--- config.mk ---
export PLATFORM = sky130hd
export DESIGN_NAME = frame_stream_src
export DESIGN_NICKNAME = d
export VERILOG_FILES = /design/src/rtl/frame_stream_pkg.sv /design/src/rtl/frame_stream_src_skid.sv /design/src/rtl/frame_stream_src.sv
export SDC_FILE = /design/constraint.sdc
export NUM_CORES = 1
export LEC_CHECK = 0
export CELL_PAD_IN_SITES_DETAIL_PLACEMENT = 0
export CELL_PAD_IN_SITES_GLOBAL_PLACEMENT = 1
export CORE_MARGIN = 4
export CORE_UTILIZATION = 42
export CTS_BUF_LIST = sky130_fd_sc_hd__clkbuf_8 sky130_fd_sc_hd__clkbuf_16
export DETAILED_ROUTE_END_ITERATION = 6
export PLACE_DENSITY_LB_ADDON = 0.1
export SLEW_MARGIN = 20
export SYNTH_ARGS = -nofsm -noshare
export SYNTH_HDL_FRONTEND = slang
export SYNTH_HIERARCHICAL = 1
export SYNTH_SLANG_ARGS = --single-unit
export TNS_END_PERCENT = 100
--- constraint.sdc ---
create_clock -name i_clk -period 4.4 [get_ports i_clk]
set_input_delay 1.32 -clock i_clk [delete_from_list [all_inputs] [get_ports i_clk]]
set_output_delay 1.32 -clock i_clk [all_outputs]
set_load 0.05 [all_outputs]
--- src/rtl/frame_stream_pkg.sv ---
// ---------------------------------------------------------------------------
// frame_stream_pkg
// Shared definitions for the frame_stream_src raster pixel source:
//   - state_t   : streaming FSM states
//   - addr_w()  : ceil(log2(n)) with a floor of 1 bit, used for all counter
//                 and address widths
//   - max2()    : integer maximum, used to size the blanking counter
//   - SKID_DEPTH: entries in the backpressure skid buffer
// ---------------------------------------------------------------------------
package frame_stream_pkg;

  typedef enum logic [2:0] {
    ST_IDLE   = 3'd0,
    ST_VBLANK = 3'd1,
    ST_HBLANK = 3'd2,
    ST_ACTIVE = 3'd3,
    ST_DRAIN  = 3'd4
  } state_t;

  localparam int SKID_DEPTH = 2;

  function automatic int addr_w(input int n);
    if (n <= 2) begin
      return 1;
    end else begin
      return $clog2(n);
    end
  endfunction

  function automatic int max2(input int a, input int b);
    return (a > b) ? a : b;
  endfunction

endpackage

--- src/rtl/frame_stream_src_skid.sv ---
// ---------------------------------------------------------------------------
// stream_skid_buf
// Two-entry FIFO that parks pixels which arrive from memory while the
// consumer is stalling. Compiled only when FRAME_STREAM_BP_EN is defined.
// Ports:
//   i_clk, i_rst : clock, synchronous active-high reset
//   i_push/i_data: write one entry
//   i_pop        : drop the head entry
//   o_count      : number of entries held (0..2)
//   o_head       : oldest entry (meaningful when o_count != 0)
// ---------------------------------------------------------------------------
`ifdef FRAME_STREAM_BP_EN
module stream_skid_buf
  import frame_stream_pkg::*;
#(
  parameter int DW = 10
) (
  input  logic                               i_clk,
  input  logic                               i_rst,
  input  logic                               i_push,
  input  logic [DW-1:0]                      i_data,
  input  logic                               i_pop,
  output logic [addr_w(SKID_DEPTH+1)-1:0]    o_count,
  output logic [DW-1:0]                      o_head
);

  localparam int NW = addr_w(SKID_DEPTH + 1);

  logic [DW-1:0] r_mem [SKID_DEPTH];
  logic          r_wr_ptr;
  logic          r_rd_ptr;
  logic [NW-1:0] r_count;

  // Storage, pointers and occupancy; push and pop may happen together.
  always_ff @(posedge i_clk) begin
    if (i_rst) begin
      r_mem[0] <= {DW{1'b0}};
      r_mem[1] <= {DW{1'b0}};
      r_wr_ptr <= 1'b0;
      r_rd_ptr <= 1'b0;
      r_count  <= {NW{1'b0}};
    end else begin
      if (i_push) begin
        r_mem[r_wr_ptr] <= i_data;
        r_wr_ptr        <= ~r_wr_ptr;
      end else begin
        r_wr_ptr <= r_wr_ptr;
      end
      if (i_pop) begin
        r_rd_ptr <= ~r_rd_ptr;
      end else begin
        r_rd_ptr <= r_rd_ptr;
      end
      case ({i_push, i_pop})
        2'b10:   r_count <= r_count + NW'(1);
        2'b01:   r_count <= r_count - NW'(1);
        default: r_count <= r_count;
      endcase
    end
  end

  assign o_count = r_count;
  assign o_head  = r_mem[r_rd_ptr];

endmodule
`endif

--- src/rtl/frame_stream_src.sv ---
// ---------------------------------------------------------------------------
// frame_stream_src
// Raster pixel source: on i_start reads one WIDTH x HEIGHT frame from a
// synchronous-read memory and streams it row-major with vertical and
// horizontal blanking and line/frame markers.
// Optional feature macro: FRAME_STREAM_BP_EN (consumer backpressure via
// i_rdy with a 2-entry skid buffer). Without it i_rdy is ignored.
// Ports:
//   i_clk, i_rst       : clock, synchronous active-high reset
//   i_start            : start pulse, honoured only when idle
//   o_mem_rd/o_mem_addr: memory read strobe and pixel index
//   i_mem_rdata        : read data, valid one cycle after o_mem_rd
//   o_vld/o_dout       : pixel stream (channel 0 in the LSBs)
//   o_line_last        : last pixel of a line
//   o_frame_last       : last pixel of the frame
//   i_rdy              : consumer ready (backpressure builds only)
//   o_busy             : high whenever not idle
//   o_frame_done       : one-cycle pulse after the final pixel transfer
// ---------------------------------------------------------------------------
module frame_stream_src
  import frame_stream_pkg::*;
#(
  parameter int WIDTH       = 128,
  parameter int HEIGHT      = 128,
  parameter int WI          = 8,
  parameter int CH          = 1,
  parameter int VSYNC_DELAY = 200,
  parameter int HSYNC_DELAY = 160
) (
  input  logic                                  i_clk,
  input  logic                                  i_rst,
  input  logic                                  i_start,
  output logic                                  o_mem_rd,
  output logic [addr_w(WIDTH*HEIGHT)-1:0]       o_mem_addr,
  input  logic [CH*WI-1:0]                      i_mem_rdata,
  output logic                                  o_vld,
  output logic [CH*WI-1:0]                      o_dout,
  output logic                                  o_line_last,
  output logic                                  o_frame_last,
  input  logic                                  i_rdy,
  output logic                                  o_busy,
  output logic                                  o_frame_done
);

  localparam int AW = addr_w(WIDTH * HEIGHT);
  localparam int DW = CH * WI;
  localparam int BW = addr_w(max2(VSYNC_DELAY, HSYNC_DELAY) + 1);
  localparam int CW = addr_w(WIDTH);
  localparam int RW = addr_w(HEIGHT);
  localparam logic [BW-1:0] V_END = BW'(VSYNC_DELAY - 1);
  localparam logic [BW-1:0] H_END = BW'(HSYNC_DELAY - 1);
  localparam logic [CW-1:0] C_END = CW'(WIDTH - 1);
  localparam logic [RW-1:0] R_END = RW'(HEIGHT - 1);

  state_t        r_state;
  state_t        w_state_nxt;
  logic [BW-1:0] r_blank_cnt;
  logic [CW-1:0] r_col;
  logic [RW-1:0] r_row;
  logic [AW-1:0] r_mem_addr;
  logic          r_rd_d;      // read data arrives this cycle
  logic          r_ll_d;      // ... and it is the last pixel of a line
  logic          r_fl_d;      // ... and it is the last pixel of the frame
  logic          r_busy;
  logic          r_frame_done;

  logic          w_rd;
  logic          w_can_issue;
  logic          w_col_last;
  logic          w_row_last;
  logic [DW+1:0] w_out;       // {frame_last, line_last, pixel}
  logic          w_out_vld;
  logic          w_xfer;
  logic          w_out_ll;
  logic          w_out_fl;

`ifdef FRAME_STREAM_BP_EN
  logic [1:0]    w_buf_cnt;
  logic [DW+1:0] w_buf_head;
  logic          w_buf_empty;
  logic          w_push;
  logic          w_pop;
  logic          r_line_wait;  // last column issued, waiting for its acceptance

  // When the buffer is empty the arriving pixel bypasses it; it is only
  // parked if the consumer does not take it in the same cycle.
  assign w_buf_empty = (w_buf_cnt == 2'd0);
  assign w_push      = r_rd_d & ~(w_buf_empty & i_rdy);
  assign w_pop       = ~w_buf_empty & i_rdy;

  stream_skid_buf #(
    .DW (DW + 2)
  ) u_skid (
    .i_clk   (i_clk),
    .i_rst   (i_rst),
    .i_push  (w_push),
    .i_data  ({r_fl_d, r_ll_d, i_mem_rdata}),
    .i_pop   (w_pop),
    .o_count (w_buf_cnt),
    .o_head  (w_buf_head)
  );

  assign w_out     = w_buf_empty ? {r_fl_d, r_ll_d, i_mem_rdata} : w_buf_head;
  assign w_out_vld = ~w_buf_empty | r_rd_d;
  assign w_xfer    = w_out_vld & i_rdy;
  // Issue only if held + in-flight pixels leave a slot for this read even
  // if the consumer stalls from now on.
  assign w_can_issue = ((w_buf_cnt + {1'b0, r_rd_d}) <= 2'd1) & ~r_line_wait;

  // Hold ACTIVE after the line's last read until that pixel is accepted.
  always_ff @(posedge i_clk) begin
    if (i_rst) begin
      r_line_wait <= 1'b0;
    end else if ((r_state == ST_ACTIVE) && (w_state_nxt == ST_HBLANK)) begin
      r_line_wait <= 1'b0;
    end else if (w_rd && w_col_last && !w_row_last) begin
      r_line_wait <= 1'b1;
    end else begin
      r_line_wait <= r_line_wait;
    end
  end
`else
  logic w_unused_rdy;

  assign w_unused_rdy = i_rdy;
  assign w_out        = {r_fl_d, r_ll_d, i_mem_rdata};
  assign w_out_vld    = r_rd_d;
  assign w_xfer       = r_rd_d;
  assign w_can_issue  = 1'b1;
`endif

  assign w_col_last = (r_col == C_END);
  assign w_row_last = (r_row == R_END);
  assign w_out_ll   = w_out_vld & w_out[DW];
  assign w_out_fl   = w_out_vld & w_out[DW+1];

  // Read strobe: one pixel per ACTIVE cycle while buffer space allows.
  always_comb begin
    w_rd = 1'b0;
    if (r_state == ST_ACTIVE) begin
      w_rd = w_can_issue;
    end else begin
      w_rd = 1'b0;
    end
  end

  // Next-state logic of the streaming FSM.
  always_comb begin
    w_state_nxt = r_state;
    case (r_state)
      ST_IDLE: begin
        if (i_start) w_state_nxt = ST_VBLANK;
        else         w_state_nxt = ST_IDLE;
      end
      ST_VBLANK: begin
        if (r_blank_cnt == V_END) w_state_nxt = ST_HBLANK;
        else                      w_state_nxt = ST_VBLANK;
      end
      ST_HBLANK: begin
        if (r_blank_cnt == H_END) w_state_nxt = ST_ACTIVE;
        else                      w_state_nxt = ST_HBLANK;
      end
      ST_ACTIVE: begin
`ifdef FRAME_STREAM_BP_EN
        if (w_rd && w_col_last && w_row_last) w_state_nxt = ST_DRAIN;
        else if (r_line_wait && w_xfer && w_out_ll) w_state_nxt = ST_HBLANK;
        else w_state_nxt = ST_ACTIVE;
`else
        if (w_rd && w_col_last) w_state_nxt = w_row_last ? ST_DRAIN : ST_HBLANK;
        else                    w_state_nxt = ST_ACTIVE;
`endif
      end
      ST_DRAIN: begin
        if (w_xfer && w_out_fl) w_state_nxt = ST_IDLE;
        else                    w_state_nxt = ST_DRAIN;
      end
      default: w_state_nxt = ST_IDLE;
    endcase
  end

  // State register plus the busy / frame_done flags derived from it.
  always_ff @(posedge i_clk) begin
    if (i_rst) begin
      r_state      <= ST_IDLE;
      r_busy       <= 1'b0;
      r_frame_done <= 1'b0;
    end else begin
      r_state      <= w_state_nxt;
      r_busy       <= (w_state_nxt != ST_IDLE);
      r_frame_done <= (r_state == ST_DRAIN) && (w_state_nxt == ST_IDLE);
    end
  end

  // Blanking counter restarts on every state change.
  always_ff @(posedge i_clk) begin
    if (i_rst) begin
      r_blank_cnt <= {BW{1'b0}};
    end else if (r_state != w_state_nxt) begin
      r_blank_cnt <= {BW{1'b0}};
    end else if ((r_state == ST_VBLANK) || (r_state == ST_HBLANK)) begin
      r_blank_cnt <= r_blank_cnt + BW'(1);
    end else begin
      r_blank_cnt <= r_blank_cnt;
    end
  end

  // Raster position and running address (row*WIDTH+col without a multiplier).
  always_ff @(posedge i_clk) begin
    if (i_rst) begin
      r_col      <= {CW{1'b0}};
      r_row      <= {RW{1'b0}};
      r_mem_addr <= {AW{1'b0}};
    end else if ((r_state == ST_IDLE) && i_start) begin
      r_col      <= {CW{1'b0}};
      r_row      <= {RW{1'b0}};
      r_mem_addr <= {AW{1'b0}};
    end else if (w_rd) begin
      r_mem_addr <= r_mem_addr + AW'(1);
      if (w_col_last) begin
        r_col <= {CW{1'b0}};
        r_row <= w_row_last ? {RW{1'b0}} : (r_row + RW'(1));
      end else begin
        r_col <= r_col + CW'(1);
        r_row <= r_row;
      end
    end else begin
      r_col      <= r_col;
      r_row      <= r_row;
      r_mem_addr <= r_mem_addr;
    end
  end

  // Markers travel one cycle behind the read, alongside the memory data.
  always_ff @(posedge i_clk) begin
    if (i_rst) begin
      r_rd_d <= 1'b0;
      r_ll_d <= 1'b0;
      r_fl_d <= 1'b0;
    end else begin
      r_rd_d <= w_rd;
      r_ll_d <= w_rd & w_col_last;
      r_fl_d <= w_rd & w_col_last & w_row_last;
    end
  end

  assign o_mem_rd     = w_rd;
  assign o_mem_addr   = r_mem_addr;
  assign o_vld        = w_out_vld;
  assign o_dout       = w_out_vld ? w_out[DW-1:0] : {DW{1'b0}};
  assign o_line_last  = w_out_ll;
  assign o_frame_last = w_out_fl;
  assign o_busy       = r_busy;
  assign o_frame_done = r_frame_done;

endmodule

Word-level counts from Yosys, hierarchy flattened --
Index checks and enable logic that the tools add are counted.
Storage, ports and cells: register bits after elaboration 44, bits of input ports 12, output and inout bits 28, word-level logic and storage cells 49
Operators by class: $add $sub $neg 4, equal/unequal tests 9, mux-type cells 11, bitwise gates (word level) 4, reduce and logical (&&, ||, !) cells 11
Operators with widths (number):
- equality test 8 bit, second input constant | 2
- one-hot mux 3 bit (5 select lines) | 1
- adder 14 x 1 -> 14 bit, second input constant | 1
- adder 7 x 1 -> 7 bit, second input constant | 2
- equality test 7 bit, second input constant | 2
- two-way mux 7 bit | 2
- two-way mux 3 bit | 3
- adder 8 x 1 -> 8 bit, second input constant | 1
- two-way mux 8 bit | 1
- equality test 3 x 2 -> 1 bit, second input constant | 2
- logical NOT 3 bit | 2
- AND 1 bit | 4
- logical AND 1 bit | 4
- OR reduction 2 bit | 2
- equality test 3 x 1 -> 1 bit, second input constant | 1
- equality test 3 bit, second input constant | 1
- two-way mux 1 bit | 3
- != test 3 bit | 1
- nonzero test 3 bit | 1
- two-way mux 2 bit | 1
- AND reduction 2 bit | 1
- logical OR 1 bit | 1

Logic depth before layout (Yosys ltp) --
word-level depth 7, mapped depth 7, gate-level depth less buffers 7

Least setup slack after synthesis --
No wires, ideal clock.
path kind input to output, start input port i_mem_rdata[0], end output port o_dout[0], arrival time 1.732 ns, data required time 3.080 ns, slack 1.348 ns, stages 1, buffers on the path 0, path through and2_1
Between the ends: word-level cells in the longest chain between the ends 1
Ends and longest elaborated chain:
- start, declared | line frame_stream_src.sv:35 | input logic [CH*WI-1:0] i_mem_rdata,
- two-way mux 8 bit | line frame_stream_src.sv:249 | assign o_dout = w_out_vld ? w_out[DW-1:0] : {DW{1'b0}};
- end, declared | line frame_stream_src.sv:37 | output logic [CH*WI-1:0] o_dout,
Every way passes these cells.

Final worst setup path --
start input port i_mem_rdata[1], end output port o_dout[1]
The elaborated chain is that of the path after synthesis.

==> out/qor.yml <==
status: "finished, final reports clean"
pin_count: 40
syn-instance-count: 246
cap_violations: 0
cts-root-buf: "clkbuf_8"
cp-start-kind: "primary input"
die_h_microns: 79.9
post_drt_wl_per_cell_microns: 12.6
fin_worst_skew_ns: 0.00660
grt_max_degree: 23
yosys_warnings: 6
nNetsFinal: 299
drt_first_pass_iters: 4
cp.required_ns: 3.08
ys_seq_area_share_pct: 40.6
min_path_type: "flip-flop to flip-flop"
cp.arrival_ns: 2.69
worst-path-max-fanout: 1
num-fill-cells: 499
critPathCaptureType: "output port"
place_congestion: 0.738
syn_to_final_growth_pct: 23.4
clk_latency_ns: 0.29
antennaDiodeCount: 0
fmax_mhz: 249
cts_resized: 0
fin_crit_ns: 4.01
die_w_microns: 79.9
grt_pass1_wl_mm: 7.91
coreArea_sq_um: 4850
setup_tns_ns: 0
synthArstFlopShare_pct: 0
power_density_nw_per_um2: 279
mostFrequentLayoutCells: "44 x dfxtp_1, 37 x clkdlybuf4s50_1, 36 x nor2_1, 25 x nand2_1, 20 x xor2_1"
fin_cells: 351
peakVddDrop_mv: 0.160
critPathMaxStageDelay_ns: 0.80
synth_nets: 262
post-cts-setup-buffer-count: 0
cp_common_cell: "clkdlybuf4s50_1"
crit-reg2reg-launch: "r_state[1]"
track_usage_pct: 15.4
drive_gt1_share_pct: 10.2
post-route-drc-count: 0
period_share_pct: 91.2
port_buffers: 38
setup_viol: 0
via_per_inst: 5.02
synth_edf_count: 0
wirelength_mm: 4.41
path_cells: "clkdlybuf4s50_1 > and2_1 > clkdlybuf4s50_1"
synth.distinct_cells: 48
cts_tree: "yes"
dp_hpwl_mm: 3.19
dieArea_sq_um: 6380
vias: 1763
syn_area_per_cell_sq_um: 8.81
htree_num_levels: 2
hold_start: "r_col[1]"
cp_top_family: "buffers and inverters"
clkTransAtPathRegs_ns: 0.08
syn-cell-area_sq_um: 2170
stdcell_area_sq_um: 2680
crit_type: "primary input to output port"
ant_nets: 0
start_util_pct: 44.7
layout_commonest_cell: "dfxtp_1"
drv_slew: 0
p_leak_nw: 0.937
cts_buffer_depth: 2
grt-ovfl-total: 0
tightest_slew_ns: 0.547
drt-initial-drc-count: 87
critPathSlowestCell: "clkdlybuf4s50_1"
antenna_found_initial: 0
first_global_vias: 1757
cts_buffers: 5
max_slew_margin_pct: 63.5
ys_ff_latch: 44
postCtsHoldBufs: 0
cp_num_buf_inv: 2
dp_cells: 343
grt_setup_unrepaired: "false"
postPlaceCellArea_sq_um: 2570
rows: 25
hold_violations: 0
dominantRegCellSynth: "dfxtp_1"
startpoint: "i_mem_rdata[1]"
cts.sinks: 44
kinds of logic after synthesis:
group           after synthesis  synth area share, %
mux                           1                0.462
fa+ha+maj                     4                 2.31
compound gates               29                 10.0
xor+xnor                     30                 12.5
buf+inv                      14                 3.92
simple gates                124                 30.2
flops                        44                 40.6
cell usage after synthesis, drive strengths merged (5+ instances only):
cell    n  area, sq um
a21oi  12         86.3
and2   10         62.6
and3    6         37.5
dfxtp  44          881
inv     6         22.5
nand2  25         93.8
nand4  11         75.1
nor2   36          135
nor3   11         60.1
o21ai   5         28.8
xnor2  10         95.1
xor2   20          175
flip-flops by register name, indices dropped and copies added, names as in the netlist:
register	count
o_busy	1
r_fl_d	1
o_mem_addr	14
r_col	7
r_ll_d	1
o_frame_done	1
r_blank_cnt	8
o_vld	1
r_row	7
r_state	3
tightest hold or removal path, stage by stage (launching register included):
cell and delay (ns):
dfxtp_1 0.33, nand2_1 0.06, a21oi_1 0.05
metrics by stage:
step | hold WS [ns] | util (%) | power [mW] | setup slack (ns)
6_report | 0.481 | 55.2 | 0.746 | 0.386
5_1_grt | 0.509 | 55.2 | 0.783 | 0.347
2_1_floorplan | 0.447 | - | 0.447 | 1.35
4_1_cts | 0.484 | 55.2 | 0.759 | 0.375
3_3_place_gp | 0.461 | 53.0 | 0.460 | 0.394
3_5_place_dp | 0.472 | 53.0 | 0.460 | 0.376
final cells by class:
type | instances | area [sq um] | share of cell area, %
clock inverter | 3 | 38.8 | 1.45
timing repair buffer | 38 | 378 | 14.1
tap | 67 | 83.8 | 3.13
inverter | 6 | 22.5 | 0.842
multi-input combinational | 188 | 1200 | 44.9
clock buffer | 5 | 68.8 | 2.57
sequential | 44 | 881 | 32.9
routing by layer:
metal | vias up | wire, microns | GRT usage, %
met4 | 0 | 44 | 4.56
met5 | - | 0 | 0
met1 | 825 | 2150 | 20.0
li1 | 913 | - | -
met3 | 5 | 145 | 3.84
met2 | 20 | 2070 | 25.0
where the power goes:
group / leakage, nW / switching [mW] / internal [mW] / total, mW
Combinational: 0.523 / 0.0276 / 0.0183 / 0.0459
Clock: 0.0593 / 0.130 / 0.166 / 0.296
Sequential: 0.355 / 0.00383 / 0.400 / 0.404
path summary, 6_finish.rpt:
kind,slack (ns),end,depth (start not counted)
min reg2reg,0.48,r_col[1],2
max,0.39,o_dout[1],3
min,0.48,r_col[1],2
max reg2reg,2.31,r_blank_cnt[5],5
Power figures use the tool's default switching activity.
